File: src/rtl/vga_text_pkg.sv
// Shared definitions for the text-mode VGA engine.
//   - default timing values and the derived line/frame totals
//   - clog2 helper used for counter and port widths (never returns 0)
//   - 24-bit RGB colour type, sync polarity, per-stage control flags
package vga_text_pkg;

    localparam int DEF_H_ACTIVE = 640;
    localparam int DEF_H_FP     = 16;
    localparam int DEF_H_SYNC   = 96;
    localparam int DEF_H_BP     = 48;
    localparam int DEF_V_ACTIVE = 480;
    localparam int DEF_V_FP     = 10;
    localparam int DEF_V_SYNC   = 2;
    localparam int DEF_V_BP     = 33;
    localparam int DEF_H_TOTAL  = DEF_H_ACTIVE + DEF_H_FP + DEF_H_SYNC + DEF_H_BP;
    localparam int DEF_V_TOTAL  = DEF_V_ACTIVE + DEF_V_FP + DEF_V_SYNC + DEF_V_BP;

    // Both syncs are active-low.
    localparam logic SYNC_ACTIVE = 1'b0;

    typedef logic [23:0] rgb_t;

    // Control flags that travel down the fetch pipeline next to the data.
    typedef struct packed {
        logic valid;
        logic hsync;
        logic vsync;
        logic active;
        logic in_text;
    } ctl_t;

    // Bits needed to hold 0..n-1, with a minimum of 1.
    function automatic int clog2(input int n);
        int r;
        r = 0;
        for (int i = 0; i < 31; i++) begin
            if ((1 << i) < n) r = i + 1;
        end
        return (r == 0) ? 1 : r;
    endfunction

endpackage

File: src/rtl/vga_timing_gen.sv
// Raster timing for the text engine (stage 0 of the pipeline).
// Ports:
//   clk, reset        system clock, synchronous active-high reset
//   i_pix_en          pixel strobe; nothing moves while low
//   o_h, o_v          current pixel position
//   o_run             stage 0 holds a real pixel (low until first tick after reset)
//   o_h_wrap/o_v_wrap position is the last pixel of a line / last line of a frame
//   o_active          position is inside the visible area
//   o_hsync/o_vsync   sync levels for the current position
//   o_frame_start     registered: stage 0 holds (0,0)
//   o_frame_load      strobe: this tick loads (0,0) into stage 0
//   o_frame_wrap      strobe: this tick wraps from the last pixel to (0,0)
module vga_timing_gen
    import vga_text_pkg::*;
#(
    parameter int H_ACTIVE = DEF_H_ACTIVE,
    parameter int H_FP     = DEF_H_FP,
    parameter int H_SYNC   = DEF_H_SYNC,
    parameter int H_BP     = DEF_H_BP,
    parameter int V_ACTIVE = DEF_V_ACTIVE,
    parameter int V_FP     = DEF_V_FP,
    parameter int V_SYNC   = DEF_V_SYNC,
    parameter int V_BP     = DEF_V_BP,
    parameter int HW       = clog2(H_ACTIVE + H_FP + H_SYNC + H_BP + 1),
    parameter int VW       = clog2(V_ACTIVE + V_FP + V_SYNC + V_BP + 1)
) (
    input  logic          clk,
    input  logic          reset,
    input  logic          i_pix_en,
    output logic [HW-1:0] o_h,
    output logic [VW-1:0] o_v,
    output logic          o_run,
    output logic          o_h_wrap,
    output logic          o_v_wrap,
    output logic          o_active,
    output logic          o_hsync,
    output logic          o_vsync,
    output logic          o_frame_start,
    output logic          o_frame_load,
    output logic          o_frame_wrap
);

    localparam int H_TOTAL = H_ACTIVE + H_FP + H_SYNC + H_BP;
    localparam int V_TOTAL = V_ACTIVE + V_FP + V_SYNC + V_BP;

    localparam logic [HW-1:0] H_LAST     = HW'(H_TOTAL - 1);
    localparam logic [VW-1:0] V_LAST     = VW'(V_TOTAL - 1);
    localparam logic [HW-1:0] H_VIS      = HW'(H_ACTIVE);
    localparam logic [VW-1:0] V_VIS      = VW'(V_ACTIVE);
    localparam logic [HW-1:0] HS_START   = HW'(H_ACTIVE + H_FP);
    localparam logic [HW-1:0] HS_END     = HW'(H_ACTIVE + H_FP + H_SYNC);
    localparam logic [VW-1:0] VS_START   = VW'(V_ACTIVE + V_FP);
    localparam logic [VW-1:0] VS_END     = VW'(V_ACTIVE + V_FP + V_SYNC);

    logic [HW-1:0] r_h;
    logic [VW-1:0] r_v;
    logic          r_run;
    logic          r_frame_start;
    logic          w_h_wrap;
    logic          w_v_wrap;

    assign w_h_wrap = (r_h == H_LAST);
    assign w_v_wrap = (r_v == V_LAST);

    // NOTE: state registers use non-blocking assignments so every flop
    // samples the pre-edge values of the others, independent of block order.
    always_ff @(posedge clk) begin
        if (reset) begin
            r_h           <= '0;
            r_v           <= '0;
            r_run         <= 1'b0;
            r_frame_start <= 1'b0;
        end else if (i_pix_en) begin
            if (!r_run) begin
                // First tick after reset: (0,0) enters stage 0 without moving.
                r_run         <= 1'b1;
                r_frame_start <= 1'b1;
            end else begin
                r_frame_start <= w_h_wrap && w_v_wrap;
                if (w_h_wrap) begin
                    r_h <= '0;
                    r_v <= w_v_wrap ? '0 : r_v + 1'b1;
                end else begin
                    r_h <= r_h + 1'b1;
                end
            end
        end
    end

    assign o_h           = r_h;
    assign o_v           = r_v;
    assign o_run         = r_run;
    assign o_h_wrap      = w_h_wrap;
    assign o_v_wrap      = w_v_wrap;
    assign o_active      = (r_h < H_VIS) && (r_v < V_VIS);
    assign o_hsync       = (r_h >= HS_START && r_h < HS_END) ? SYNC_ACTIVE : ~SYNC_ACTIVE;
    assign o_vsync       = (r_v >= VS_START && r_v < VS_END) ? SYNC_ACTIVE : ~SYNC_ACTIVE;
    assign o_frame_start = r_frame_start;
    assign o_frame_load  = i_pix_en && (!r_run || (w_h_wrap && w_v_wrap));
    assign o_frame_wrap  = i_pix_en && r_run && w_h_wrap && w_v_wrap;

endmodule

File: src/rtl/vga_text_engine.sv
// Text-mode VGA engine: walks a COLS x ROWS character grid in step with the
// raster, fetches packed ASCII words and glyph rows through a 3-tick
// pipeline and drives RGB with fg/bg colours and a blinking cursor.
// Ports:
//   clk, reset, pix_en           clock, sync active-high reset, pixel strobe
//   text_addr / text_data        text RAM word address / word (1 tick later)
//   font_addr / font_row         {ascii, glyph_row} / glyph bits (1 tick later, bit 0 leftmost)
//   cursor_en/_col/_row          cursor control, sampled at frame start
//   fg_color, bg_color           colours, sampled at frame start
//   hsync, vsync, blank_n        registered sync (active-low) and blanking
//   vga_r, vga_g, vga_b          registered pixel colour
//   frame_start                  stage 0 holds pixel (0,0)
module vga_text_engine
    import vga_text_pkg::*;
#(
    parameter int H_ACTIVE       = DEF_H_ACTIVE,
    parameter int H_FP           = DEF_H_FP,
    parameter int H_SYNC         = DEF_H_SYNC,
    parameter int H_BP           = DEF_H_BP,
    parameter int V_ACTIVE       = DEF_V_ACTIVE,
    parameter int V_FP           = DEF_V_FP,
    parameter int V_SYNC         = DEF_V_SYNC,
    parameter int V_BP           = DEF_V_BP,
    parameter int CHAR_W         = 9,
    parameter int CHAR_H         = 16,
    parameter int COLS           = 70,
    parameter int ROWS           = 30,
    parameter int BYTES_PER_WORD = 4,
    parameter int ADDR_W         = 10,
    parameter int BLINK_FRAMES   = 30
) (
    input  logic                        clk,
    input  logic                        reset,
    input  logic                        pix_en,
    output logic [ADDR_W-1:0]           text_addr,
    input  logic [8*BYTES_PER_WORD-1:0] text_data,
    output logic [8+clog2(CHAR_H)-1:0]  font_addr,
    input  logic [CHAR_W-1:0]           font_row,
    input  logic                        cursor_en,
    input  logic [clog2(COLS)-1:0]      cursor_col,
    input  logic [clog2(ROWS)-1:0]      cursor_row,
    input  logic [23:0]                 fg_color,
    input  logic [23:0]                 bg_color,
    output logic                        hsync,
    output logic                        vsync,
    output logic                        blank_n,
    output logic [7:0]                  vga_r,
    output logic [7:0]                  vga_g,
    output logic [7:0]                  vga_b,
    output logic                        frame_start
);

    localparam int H_TOTAL = H_ACTIVE + H_FP + H_SYNC + H_BP;
    localparam int V_TOTAL = V_ACTIVE + V_FP + V_SYNC + V_BP;
    localparam int HW = clog2(H_TOTAL + 1);
    localparam int VW = clog2(V_TOTAL + 1);
    localparam int XW = clog2(CHAR_W);
    localparam int YW = clog2(CHAR_H);
    // Column/row counters keep running through blanking, so size them for
    // the whole line/frame rather than the text grid.
    localparam int CW = clog2(H_TOTAL / CHAR_W + 1);
    localparam int RW = clog2(V_TOTAL / CHAR_H + 1);
    localparam int LW = clog2(BYTES_PER_WORD);
    localparam int IW = ADDR_W + LW;
    localparam int BW = clog2(BLINK_FRAMES);

    localparam logic [HW-1:0] TEXT_W     = HW'(COLS * CHAR_W);
    localparam logic [VW-1:0] TEXT_H     = VW'(ROWS * CHAR_H);
    localparam logic [XW-1:0] X_LAST     = XW'(CHAR_W - 1);
    localparam logic [YW-1:0] Y_LAST     = YW'(CHAR_H - 1);
    localparam logic [BW-1:0] BLINK_LAST = BW'(BLINK_FRAMES - 1);

    // Stage 0: raster timing.
    logic [HW-1:0] w_h;
    logic [VW-1:0] w_v;
    logic w_run, w_h_wrap, w_v_wrap, w_active, w_hsync0, w_vsync0;
    logic w_frame_load, w_frame_wrap;

    vga_timing_gen #(
        .H_ACTIVE(H_ACTIVE), .H_FP(H_FP), .H_SYNC(H_SYNC), .H_BP(H_BP),
        .V_ACTIVE(V_ACTIVE), .V_FP(V_FP), .V_SYNC(V_SYNC), .V_BP(V_BP),
        .HW(HW), .VW(VW)
    ) u_timing (
        .clk          (clk),
        .reset        (reset),
        .i_pix_en     (pix_en),
        .o_h          (w_h),
        .o_v          (w_v),
        .o_run        (w_run),
        .o_h_wrap     (w_h_wrap),
        .o_v_wrap     (w_v_wrap),
        .o_active     (w_active),
        .o_hsync      (w_hsync0),
        .o_vsync      (w_vsync0),
        .o_frame_start(frame_start),
        .o_frame_load (w_frame_load),
        .o_frame_wrap (w_frame_wrap)
    );

    // Stage 0: cell tracking, counted alongside h/v instead of dividing.
    logic [XW-1:0] r_x;
    logic [YW-1:0] r_y;
    logic [CW-1:0] r_col;
    logic [RW-1:0] r_row;
    logic [IW-1:0] r_row_base;

    always_ff @(posedge clk) begin
        if (reset) begin
            r_x        <= '0;
            r_y        <= '0;
            r_col      <= '0;
            r_row      <= '0;
            r_row_base <= '0;
        end else if (pix_en && w_run) begin
            if (w_h_wrap) begin
                r_x   <= '0;
                r_col <= '0;
                if (w_v_wrap) begin
                    r_y        <= '0;
                    r_row      <= '0;
                    r_row_base <= '0;
                end else if (r_y == Y_LAST) begin
                    r_y        <= '0;
                    r_row      <= r_row + 1'b1;
                    r_row_base <= r_row_base + IW'(COLS);
                end else begin
                    r_y <= r_y + 1'b1;
                end
            end else if (r_x == X_LAST) begin
                r_x   <= '0;
                r_col <= r_col + 1'b1;
            end else begin
                r_x <= r_x + 1'b1;
            end
        end
    end

    ctl_t          w_ctl0;
    logic [IW-1:0] w_idx;

    assign w_ctl0 = '{valid:   w_run,
                      hsync:   w_hsync0,
                      vsync:   w_vsync0,
                      active:  w_active,
                      in_text: (w_h < TEXT_W) && (w_v < TEXT_H)};
    assign w_idx  = r_row_base + IW'(r_col);

    // Frame-stable copies of the CPU-side controls, plus cursor blink phase.
    logic             r_cur_en;
    logic [CW-1:0]    r_cur_col;
    logic [RW-1:0]    r_cur_row;
    rgb_t             r_fg;
    rgb_t             r_bg;
    logic [BW-1:0]    r_blink_cnt;
    logic             r_blink_on;

    always_ff @(posedge clk) begin
        if (reset) begin
            r_cur_en    <= 1'b0;
            r_cur_col   <= '0;
            r_cur_row   <= '0;
            r_fg        <= '0;
            r_bg        <= '0;
            r_blink_cnt <= '0;
            r_blink_on  <= 1'b0;
        end else begin
            if (w_frame_load) begin
                r_cur_en  <= cursor_en;
                r_cur_col <= CW'(cursor_col);
                r_cur_row <= RW'(cursor_row);
                r_fg      <= fg_color;
                r_bg      <= bg_color;
            end
            // Counting on the wrap (not the post-reset load) makes frame 0
            // the first frame of a blink half-period.
            if (w_frame_wrap) begin
                if (r_blink_cnt == BLINK_LAST) begin
                    r_blink_cnt <= '0;
                    r_blink_on  <= ~r_blink_on;
                end else begin
                    r_blink_cnt <= r_blink_cnt + 1'b1;
                end
            end
        end
    end

    // Stage 1: word address and byte lane.  Stage 2: glyph address.
    ctl_t          r_ctl1, r_ctl2;
    logic [XW-1:0] r_x1, r_x2;
    logic [YW-1:0] r_y1;
    logic [CW-1:0] r_col1, r_col2;
    logic [RW-1:0] r_row1, r_row2;
    logic [LW-1:0] r_lane1;
    logic [7:0]    w_ascii;

    assign w_ascii = text_data[{r_lane1, 3'b000} +: 8];

    always_ff @(posedge clk) begin
        if (reset) begin
            r_ctl1    <= '0;
            r_ctl2    <= '0;
            r_x1      <= '0;
            r_x2      <= '0;
            r_y1      <= '0;
            r_col1    <= '0;
            r_col2    <= '0;
            r_row1    <= '0;
            r_row2    <= '0;
            r_lane1   <= '0;
            text_addr <= '0;
            font_addr <= '0;
        end else if (pix_en) begin
            r_ctl1    <= w_ctl0;
            r_x1      <= r_x;
            r_y1      <= r_y;
            r_col1    <= r_col;
            r_row1    <= r_row;
            text_addr <= w_idx[IW-1:LW];
            r_lane1   <= w_idx[LW-1:0];

            r_ctl2    <= r_ctl1;
            r_x2      <= r_x1;
            r_col2    <= r_col1;
            r_row2    <= r_row1;
            font_addr <= {w_ascii, r_y1};
        end
    end

    // Stage 3: pixel, cursor inversion and colour.
    logic w_pix;
    logic w_cursor_hit;
    rgb_t w_rgb;

    assign w_pix        = font_row[r_x2];
    assign w_cursor_hit = r_cur_en && r_blink_on &&
                          (r_col2 == r_cur_col) && (r_row2 == r_cur_row);

    // NOTE: a default on the first line keeps every path assigned, so this
    // stays combinational instead of inferring a latch.
    always_comb begin
        w_rgb = '0;
        if (r_ctl2.active) begin
            w_rgb = r_bg;
            if (r_ctl2.in_text && (w_pix ^ w_cursor_hit)) w_rgb = r_fg;
        end
    end

    always_ff @(posedge clk) begin
        if (reset) begin
            hsync   <= ~SYNC_ACTIVE;
            vsync   <= ~SYNC_ACTIVE;
            blank_n <= 1'b0;
            {vga_r, vga_g, vga_b} <= '0;
        end else if (pix_en) begin
            if (r_ctl2.valid) begin
                hsync   <= r_ctl2.hsync;
                vsync   <= r_ctl2.vsync;
                blank_n <= r_ctl2.active;
                {vga_r, vga_g, vga_b} <= w_rgb;
            end else begin
                hsync   <= ~SYNC_ACTIVE;
                vsync   <= ~SYNC_ACTIVE;
                blank_n <= 1'b0;
                {vga_r, vga_g, vga_b} <= '0;
            end
        end
    end

endmodule

File: config.mk
export PLATFORM = sky130hd
export DESIGN_NAME = vga_text_engine
export DESIGN_NICKNAME = d
export VERILOG_FILES = /design/src/rtl/vga_text_pkg.sv /design/src/rtl/vga_timing_gen.sv /design/src/rtl/vga_text_engine.sv
export SDC_FILE = /design/constraint.sdc
export NUM_CORES = 1
export LEC_CHECK = 0
export BUFFER_PORTS_ARGS = -buffer_cell sky130_fd_sc_hd__buf_4
export CAP_MARGIN = 20
export CORE_MARGIN = 5
export CORE_UTILIZATION = 40
export DETAILED_ROUTE_END_ITERATION = 6
export SLEW_MARGIN = 20
export SYNTH_ARGS = -nofsm -noshare
export SYNTH_HDL_FRONTEND = slang
export SYNTH_SLANG_ARGS = --single-unit
export TNS_END_PERCENT = 5
File: constraint.sdc
create_clock -name clk -period 4.8 [get_ports clk]
set_input_delay 0.96 -clock clk [delete_from_list [all_inputs] [get_ports clk]]
set_output_delay 0.96 -clock clk [all_outputs]
set_load 0.02 [all_outputs]
**Yosys cells after proc, flatten, opt, wreduce, memory -nomap -nowiden**

Index checks and enable logic that the tools add are counted.

- Logic and storage cells: 118
- Input port bits: 105
- Register bits after elaboration: 221
- Output and inout bits: 50

- Mux-type cells: 26
- Eq/ne operators: 7
- Add/sub/neg operators: 9
- Reductions and logical operators: 23
- Shift operators: 1
- Magnitude comparators: 8
- Bitwise operators: 2

Operators by type and width:

| kind | number |
|---|---|
| two-way mux 24 bit | 2 |
| variable part select 32 x 6 -> 8 bit | 1 |
| < comparator 10 bit, second input constant | 3 |
| two-way mux 12 bit | 2 |
| two-way mux 8 bit | 3 |
| adder 10 x 1 -> 10 bit, second input constant | 2 |
| equality test 10 bit, second input constant | 2 |
| < comparator 10 x 9 -> 1 bit, second input constant | 2 |
| two-way mux 10 bit | 2 |
| two-way mux 4 bit | 4 |
| two-way mux 7 bit | 2 |
| logical AND 1 bit | 13 |
| adder 12 x 7 -> 12 bit | 1 |
| adder 12 x 7 -> 12 bit, second input constant | 1 |
| two-way mux 6 bit | 2 |
| >= comparator 10 bit, second input constant | 1 |
| >= comparator 10 x 9 -> 1 bit, second input constant | 1 |
| adder 4 x 1 -> 4 bit, second input constant | 2 |
| equality test 4 bit, second input constant | 2 |
| AND reduction 2 bit | 4 |
| adder 7 x 1 -> 7 bit, second input constant | 1 |
| equality test 7 bit | 1 |
| two-way mux 1 bit | 7 |
| adder 6 x 1 -> 6 bit, second input constant | 1 |
| 12 further kinds | 14 |

**Logic depth before layout (Yosys ltp)**

Gate-level depths: netlist of run 1.

- Depth after elaboration: 8
- Mapped depth: 10
- Mapped depth without buffers: 8

**Cells and area by module**

Synthesis of run 1 repeated with hierarchy kept, for this count alone.

- Cells, all modules: 980
- Area total of the unflattened synthesis: 9305.2 um2

By module, submodules not included:

| module | cells an instance | instances | area each (um2) | seq. area each (um2) |
|---|---|---|---|---|
| vga_text_engine | 844 | 1 | 8186.6 | 3943.8 |
| vga_timing_gen | 136 | 1 | 1118.6 | 440.4 |

**Worst setup path before layout of run 1**

No wires, ideal clock.

- Path type: input to register
- Start point: in font_row[3]
- End point: reg vga_b[1]
- Stages on the path: 8
- Arrival time: 2409 ps
- Setup time: 123 ps
- Path slack: 2268 ps
- Buffers on the path: 2
- Data required time: 4677 ps
- Path through: mux4_1 mux2i_1 o21ai_2 xnor2_4 and2_4 buf_6 buf_12 o211ai_2

- Cells in the longest elaborated chain, start to end: 7

RTL lines:

| item | line | RTL |
|---|---|---|
| start: declaration | vga_text_engine.sv:38 | `input logic [CHAR_W-1:0] font_row,` |
| binary-select mux 1 bit (select 4 bit) | vga_text_engine.sv:234 | `assign w_pix = font_row[r_x2];` |
| two-way mux 1 bit (implied by the code) | vga_text_engine.sv:234 |  |
| XOR 1 bit | vga_text_engine.sv:244 | `if (r_ctl2.in_text && (w_pix ^ w_cursor_hit)) w_rgb = r_fg;` |
| logical AND 1 bit | vga_text_engine.sv:244 |  |
| two-way mux 24 bit | vga_text_engine.sv:244 |  |
| two-way mux 24 bit | vga_text_engine.sv:242 | `if (r_ctl2.active) begin` |
| two-way mux 8 bit | vga_text_engine.sv:255 | `if (r_ctl2.valid) begin` |
| end signal: assignment | vga_text_engine.sv:259 | `{vga_r, vga_g, vga_b} <= w_rgb;` |
| end: declaration | vga_text_engine.sv:49 | `output logic [7:0] vga_b,` |

No other way between the ends. The select of a mux whose other input is x is not followed.
A chain may end at the register's enable or synchronous reset.

**Worst setup path after layout of run 1**

- Start point: reg u_timing.r_v[1], in the netlist u_timing.o_v[1]
- End point: reg r_bg[9]

- Cells in the longest elaborated chain, start to end: 4

RTL lines:

| item | line | RTL |
|---|---|---|
| start: declaration | vga_timing_gen.sv:56 | `logic [VW-1:0] r_v;` |
| start signal: assignment | vga_timing_gen.sv:82 | `r_v <= w_v_wrap ? '0 : r_v + 1'b1;` |
| equality test 10 bit | vga_timing_gen.sv:63 | `assign w_v_wrap = (r_v == V_LAST);` |
| logical AND 1 bit | vga_timing_gen.sv:99 | `assign o_frame_load = i_pix_en && (!r_run \|\| (w_h_wrap && w_v_wrap));` |
| logical OR 1 bit | vga_timing_gen.sv:99 |  |
| logical AND 1 bit | vga_timing_gen.sv:99 |  |
| end signal: assignment | vga_text_engine.sv:172 | `r_bg <= bg_color;` |
| end: declaration | vga_text_engine.sv:153 | `rgb_t r_bg;` |

No other way between the ends.

==> flow_metrics.py, run 1 <==
metrics = {
    "outcome": {
        "status": "complete, no violations",
    },
    "power": {
        "p_int_mw": 3.26,
        "powerDensity_nw_per_um2": 361,
        "p_switching_mw": 0.929,
        "clockPowerShare_pct": 48.4,
        "peakVddDrop_v": 0.000279,
        "power_frac_comb_pct": 6.4,
        "p_leak_nw": 4.83,
        "switching_share_pct": 22.2,
        "sequentialPowerShare_pct": 45.2,
    },
    "global_routing": {
        "grt.total_usage_pct": 17.1,
        "grt-ovfl-total": 0,
        "antenna_found_initial": 0,
        "grt_max_degree": 62,
        "grt_pass1_vias": 7364,
        "grt_pass1_wl_um": 38300,
    },
    "timing": {
        "fin_crit_sh_pct": 58.1,
        "setup_tns_ns": 0,
        "hold_viol": 0,
        "slew_viol_final": 0,
        "setup_viol": 0,
        "fmax_mhz": 359,
        "fin_skew_ns": 0.0154,
        "worst_slack_ns": 2.01,
        "min_period_ns": 2.79,
        "max_slew.worst_pin.slew_ns": 1.06,
        "maxSlewHeadroom_pct": 29.0,
        "rsz0062_at_grt": "no",
    },
    "logic_synthesis": {
        "synth-seq-cells": 219,
        "synth.avg_cell_area_um2": 8.92,
        "yosysSeqAreaShare_pct": 47.0,
        "synth.area.top_cells": "dfxtp_1 47%, nand2_1 8.2%, mux2i_1 6.3%, a21oi_1 5.0%, nor2_1 4.8%",
        "synth_cells": 1046,
        "async_reset_ff_share_pct": 0,
        "synth_top_cell_by_area": "dfxtp_1",
        "synth_edf_count": 0,
        "synth_ff_type": "dfxtp_1",
        "syn_area_um2": 9330,
        "synthDistinctLibCells": 53,
        "syn-num-nets": 1169,
        "yosys_warnings": 0,
        "synth_top_area_share_pct": 47.0,
    },
    "routing": {
        "vias_per_cell": 5.08,
        "ant_nets": 0,
        "routed_wirelength_um": 23500,
        "dr.pass1.iters": 4,
        "num_vias": 7651,
        "drc": 0,
        "first_iter_violations": 402,
        "avgRoutedWirePerCell_um": 15.6,
    },
    "clock_tree": {
        "cts.path.max_buffers": 3,
        "ctsHtreeMaxLevel": 1,
        "clock-root-buffer": "clkbuf_16",
        "post_cts_buffers": 0,
        "cts_hold_buf": 0,
        "ctsResizeCount": 0,
        "cts_tree": "yes",
        "cts.sinks": 219,
        "insertion_delay_ns": 0.52,
        "path_clk_slew_ns": 0.06,
        "numCtsBuffers": 25,
    },
    "final_layout": {
        "fin_util_pct": 50.9,
        "fin_nets": 1297,
        "drive_gt1_share_pct": 20.6,
        "register_area_um2": 4380,
        "area_growth_pct": 24.3,
        "diodes": 0,
        "n_fill_cell": 2160,
        "postLayoutCellArea_um2": 11600,
        "multi_input_area_um2": 4620,
    },
    "place": {
        "io_buffers": 154,
        "place_area_um2": 10700,
        "gp_congestion": 0.827,
        "dp_hpwl_um": 15800,
        "pre_cts_slack_ns": 1.64,
    },
    "die": {
        "num_io_pins": 155,
        "dieArea_um2": 26500,
        "rows": 55,
        "coreArea_um2": 22800,
        "die_w_um": 163,
        "die_y_um": 163,
        "start_util_pct": 40.9,
    },
    "setup_path": {
        "cp-end-kind": "flop",
        "cp_max_fo": 33,
        "worstPathArrival_ns": 3.23,
        "crit_type": "flop to flop",
        "critPathLaunchType": "flop",
        "required_ns": 5.25,
    },
    "min_path": {
        "hp-class": "flop to flop",
    },
    "job": {
        "cap_violations": 0,
    },
}
==> placed cells by master (no fill, tap or decap), types with 3 or more instances in the layout <==
cell type  count
nand2b_1      10
nor3_1        16
nand3_1       16
buf_4        164
a41oi_1        3
nand4_1       44
o21ai_0        8
dfxtp_1      219
mux2i_1       59
o211ai_1       4
nand2_1      203
o21ai_1        6
a211oi_1       7
clkinv_2       5
clkbuf_8       7
and3_1         8
inv_1         11
a311oi_1       4
a21oi_1       93
xnor2_1       19
ha_1          17
nand3b_1       9
nor4_1         3
nor2_1       118
o211ai_2      20
or3_1          5
mux4_2         8
a21o_1         3
xor2_1        38
clkbuf_16     25
bufinv_16      4
==> stage by stage <==
step                instances  hold WS [ns]  power [mW]
floorplan                1046         0.436        2.08
global placement         1459         0.442        2.20
detailed placement       1459         0.447        2.20
CTS                      1504         0.455        4.24
global route             1505         0.472        4.36
finish                   1505         0.454        4.19
==> state kept, by name, summed over array words and instances (netlist names), 6 cells and up <==
name          count
r_cur_col         7
r_row_base       11
r_col1            7
r_row2            6
r_bg             24
font_addr        12
vga_g             8
u_timing.o_v     10
u_timing.o_h     10
vga_r             8
text_addr        10
r_row1            6
r_row             6
r_col2            7
r_col             7
vga_b             8
r_fg             24
==> cells by family after synthesis <==
logic type	synth area share, %
AO/OA/AOI/OAI	10.9
adder cells (fa/ha/maj)	2.50
XOR/XNOR	5.65
AND/OR/NAND/NOR	21.4
other	0.0402
buffers and inverters	3.61
multiplexers	8.83
flip-flops	47.0
==> synth_stat cells (9+ instances only) <==
cell type    n
a21oi_1     93
buf_2        9
clkbuf_1    48
dfxtp_1    219
ha_1        17
inv_1       11
mux2i_1     59
nand2_1    204
nand2b_1    10
nand3_1     16
nand3b_1     9
nand4_1     44
nor2_1     119
nor3_1      16
o211ai_2    20
xnor2_1     19
xor2_1      38
==> power by group through the flow <==
| stage | sequential [mW] | combinational (mW) | clock (mW) |
|---|---|---|---|
| final | 1.89 | 0.268 | 2.03 |
| after global routing | 1.90 | 0.295 | 2.17 |
| after CTS | 1.89 | 0.271 | 2.08 |
| after detailed placement | 1.93 | 0.271 | 0 |
| after global placement | 1.93 | 0.267 | 0 |
| after floorplan | 1.93 | 0.150 | 0 |
==> worst max-delay path: stages, from the launching register on <==
cell and delay [ns]:
dfxtp_1 0.36, inv_1 0.07, ha_1 0.13, nor4bb_1 0.27, nand4_1 0.12, buf_4 0.18, o21ai_1 0.22, and2_2 0.66
buf_4 0.43, nand2_1 0.11, a21oi_1 0.13
==> path summary, 6_finish.rpt <==
path                            slack, ns  endpoint             from  cells past startpoint
worst max-delay path                 2.01   r_bg[9]  u_timing.o_v[1]                     10
worst min-delay path                 0.45   r_fg[2]          r_fg[2]                      2
worst max register to register       2.01   r_bg[9]  u_timing.o_v[1]                     10
worst min register to register       0.45   r_fg[2]          r_fg[2]                      2
==> layer usage <==
layer | up-vias | share of wire (%) | GRT usage [%] | routed length (µm)
met5 | - | 0 | 0 | 0
met4 | 0 | 1.7 | 3.89 | 400
met3 | 34 | 6.1 | 3.06 | 1450
met2 | 191 | 45 | 27.4 | 10600
met1 | 3567 | 47 | 24.3 | 11100
li1 | 3859 | - | - | -
==> final cells by class <==
type                       count  area share (%)
timing repair buffer         165            10.9
clock buffer                  33            6.26
multi-input combinational    751            39.8
clock inverter                12            1.47
inverter                      12           0.389
sequential                   219            37.8
tap                          313            3.38
(Power assumes the default switching activity.)
==> run 2, diff against run 1 <==
==> constraint.sdc (replaced) <==
create_clock -name clk -period 2.8 [get_ports clk]
set_input_delay 0.56 -clock clk [delete_from_list [all_inputs] [get_ports clk]]
set_output_delay 0.56 -clock clk [all_outputs]
set_load 0.02 [all_outputs]
==> flow_metrics.py, run 2 (synthesis results as in run 1) <==
metrics = {
    "outcome": {
        "status": "complete, no violations",
    },
    "place": {
        "dp_hpwl_um": 15300,
        "io_buffers": 154,
        "place_area_um2": 10700,
        "gp_congestion": 0.806,
    },
    "final_layout": {
        "multi_input_area_um2": 4620,
        "register_area_um2": 4380,
        "area_growth_pct": 24.0,
        "final_common_cell": "dfxtp_1",
        "n_fill_cell": 2174,
        "drive_gt1_share_pct": 20.5,
        "fin_nets": 1302,
        "diodes": 0,
        "reg_top3": "r_bg x24, r_fg x24, font_addr x12",
        "layout_common_cells": "219 x dfxtp_1, 203 x nand2_1, 168 x buf_4",
        "postLayoutCellArea_um2": 11600,
    },
    "routing": {
        "avgRoutedWirePerCell_um": 15.0,
        "ant_nets": 0,
        "num_vias": 7607,
        "first_iter_violations": 478,
        "routed_wirelength_um": 22700,
        "dr.pass1.iters": 4,
        "drc": 0,
        "vias_per_cell": 5.03,
    },
    "power": {
        "peakVddDrop_v": 0.000552,
        "total_power_mw": 6.92,
        "switching_share_pct": 22.3,
        "p_int_mw": 5.37,
        "powerDensity_nw_per_um2": 598,
        "sequentialPowerShare_pct": 46.8,
        "power_frac_comb_pct": 6.8,
        "clockPowerShare_pct": 46.4,
        "p_leak_nw": 4.81,
        "p_switching_mw": 1.54,
    },
    "setup_path": {
        "critPathLaunchType": "flop",
        "worstPathArrival_ns": 2.75,
        "crit_type": "flop to flop",
        "cp_max_fo": 6,
        "worstSetupStartpoint": "r_col[1]",
        "required_ns": 3.22,
        "r2r_start": "r_col[1]",
        "cp-end-kind": "flop",
    },
    "die": {
        "dieArea_um2": 26500,
        "start_util_pct": 40.9,
        "die_w_um": 163,
        "coreArea_um2": 22800,
        "die_y_um": 163,
        "num_io_pins": 155,
        "rows": 55,
    },
    "global_routing": {
        "antenna_found_initial": 0,
        "grt-ovfl-total": 0,
        "grt.total_usage_pct": 16.6,
        "grt_pass1_wl_um": 37300,
        "grt_pass1_vias": 7331,
        "grt_max_degree": 69,
    },
    "timing": {
        "rsz0062_at_grt": "no",
        "maxSlewHeadroom_pct": 38.3,
        "fin_crit_sh_pct": 83.4,
        "slew_viol_final": 0,
        "fmax_mhz": 428,
        "fin_skew_ns": 0.0126,
        "setup_tns_ns": 0,
        "hold_viol": 0,
        "max_slew.worst_pin.slew_ns": 0.926,
        "min_period_ns": 2.34,
        "setup_viol": 0,
    },
    "min_path": {
        "min_from": "bg_color[17]",
        "hp-class": "input pin to flop",
    },
    "clock_tree": {
        "insertion_delay_ns": 0.51,
        "clock-root-buffer": "clkbuf_16",
        "cts.path.max_buffers": 3,
        "ctsResizeCount": 0,
        "ctsHtreeMaxLevel": 1,
        "path_clk_slew_ns": 0.06,
        "numCtsBuffers": 25,
        "cts_hold_buf": 0,
        "post_cts_buffers": 0,
        "cts.sinks": 219,
        "cts_tree": "yes",
    },
    "job": {
        "cap_violations": 0,
    },
}
[run 2: cell types whose count changed in the layout (fill, tap and decap cells not counted)]
cell | before | now
clkbuf_1 | 1 | 7
buf_4 | 164 | 168
buf_12 | 0 | 2
bufinv_16 | 4 | 2
clkbuf_8 | 7 | 5
buf_16 | 1 | 0
clkinv_4 | 1 | 0
[run 2: worst max-delay path: stages (launching register included)]
cell and delay, ns:
dfxtp_1 0.37, fa_1 0.47, a21o_1 0.19, a21oi_1 0.22, o21bai_1 0.12, a211oi_1 0.44, o31ai_1 0.15, a311oi_1 0.29
[run 2: path summary, 6_finish.rpt]
path                  end  slack, ns  cells after the start
min reg2reg      r_fg[11]       0.45                      2
max          text_addr[8]       0.46                      7
max reg2reg  text_addr[8]       0.46                      7
min              r_bg[17]       0.29                      3
[run 2: area by class of cell]
| cell class | instances | area share [%] |
|---|---|---|
| Inverter | 12 | 0.390 |
| Sequential cell | 219 | 37.9 |
| Clock buffer | 37 | 6.23 |
| Timing Repair Buffer | 170 | 11.3 |
| Tap cell | 313 | 3.39 |
| Multi-Input combinational cell | 751 | 39.9 |
| Clock inverter | 9 | 0.877 |
[run 2: per-stage QoR]
stage	cells	util, %	worst slack [ns]	hold WS [ns]
after floorplan	1046	-	0.668	0.436
after global placement	1465	47.1	0.360	0.442
after detailed placement	1465	47.1	0.343	0.447
after CTS	1511	50.8	0.413	0.267
after global routing	1511	50.8	0.182	0.278
final	1511	50.8	0.464	0.289
[run 2: power by group through the flow]
stage                     Sequential [mW]  Clock (mW)  Combinational, mW
after floorplan                      3.31           0              0.256
after global placement               3.31           0              0.469
after detailed placement             3.31           0              0.472
after CTS                            3.24        3.30              0.474
after global routing                 3.25        3.44              0.515
final                                3.24        3.21              0.467
[run 2: metal layers]
layer  share of wire, %  GRT usage [%]
met1                 48           23.1
met2                 44           26.7
met3                5.3           3.24
met4                2.2           4.00
met5                  0              0
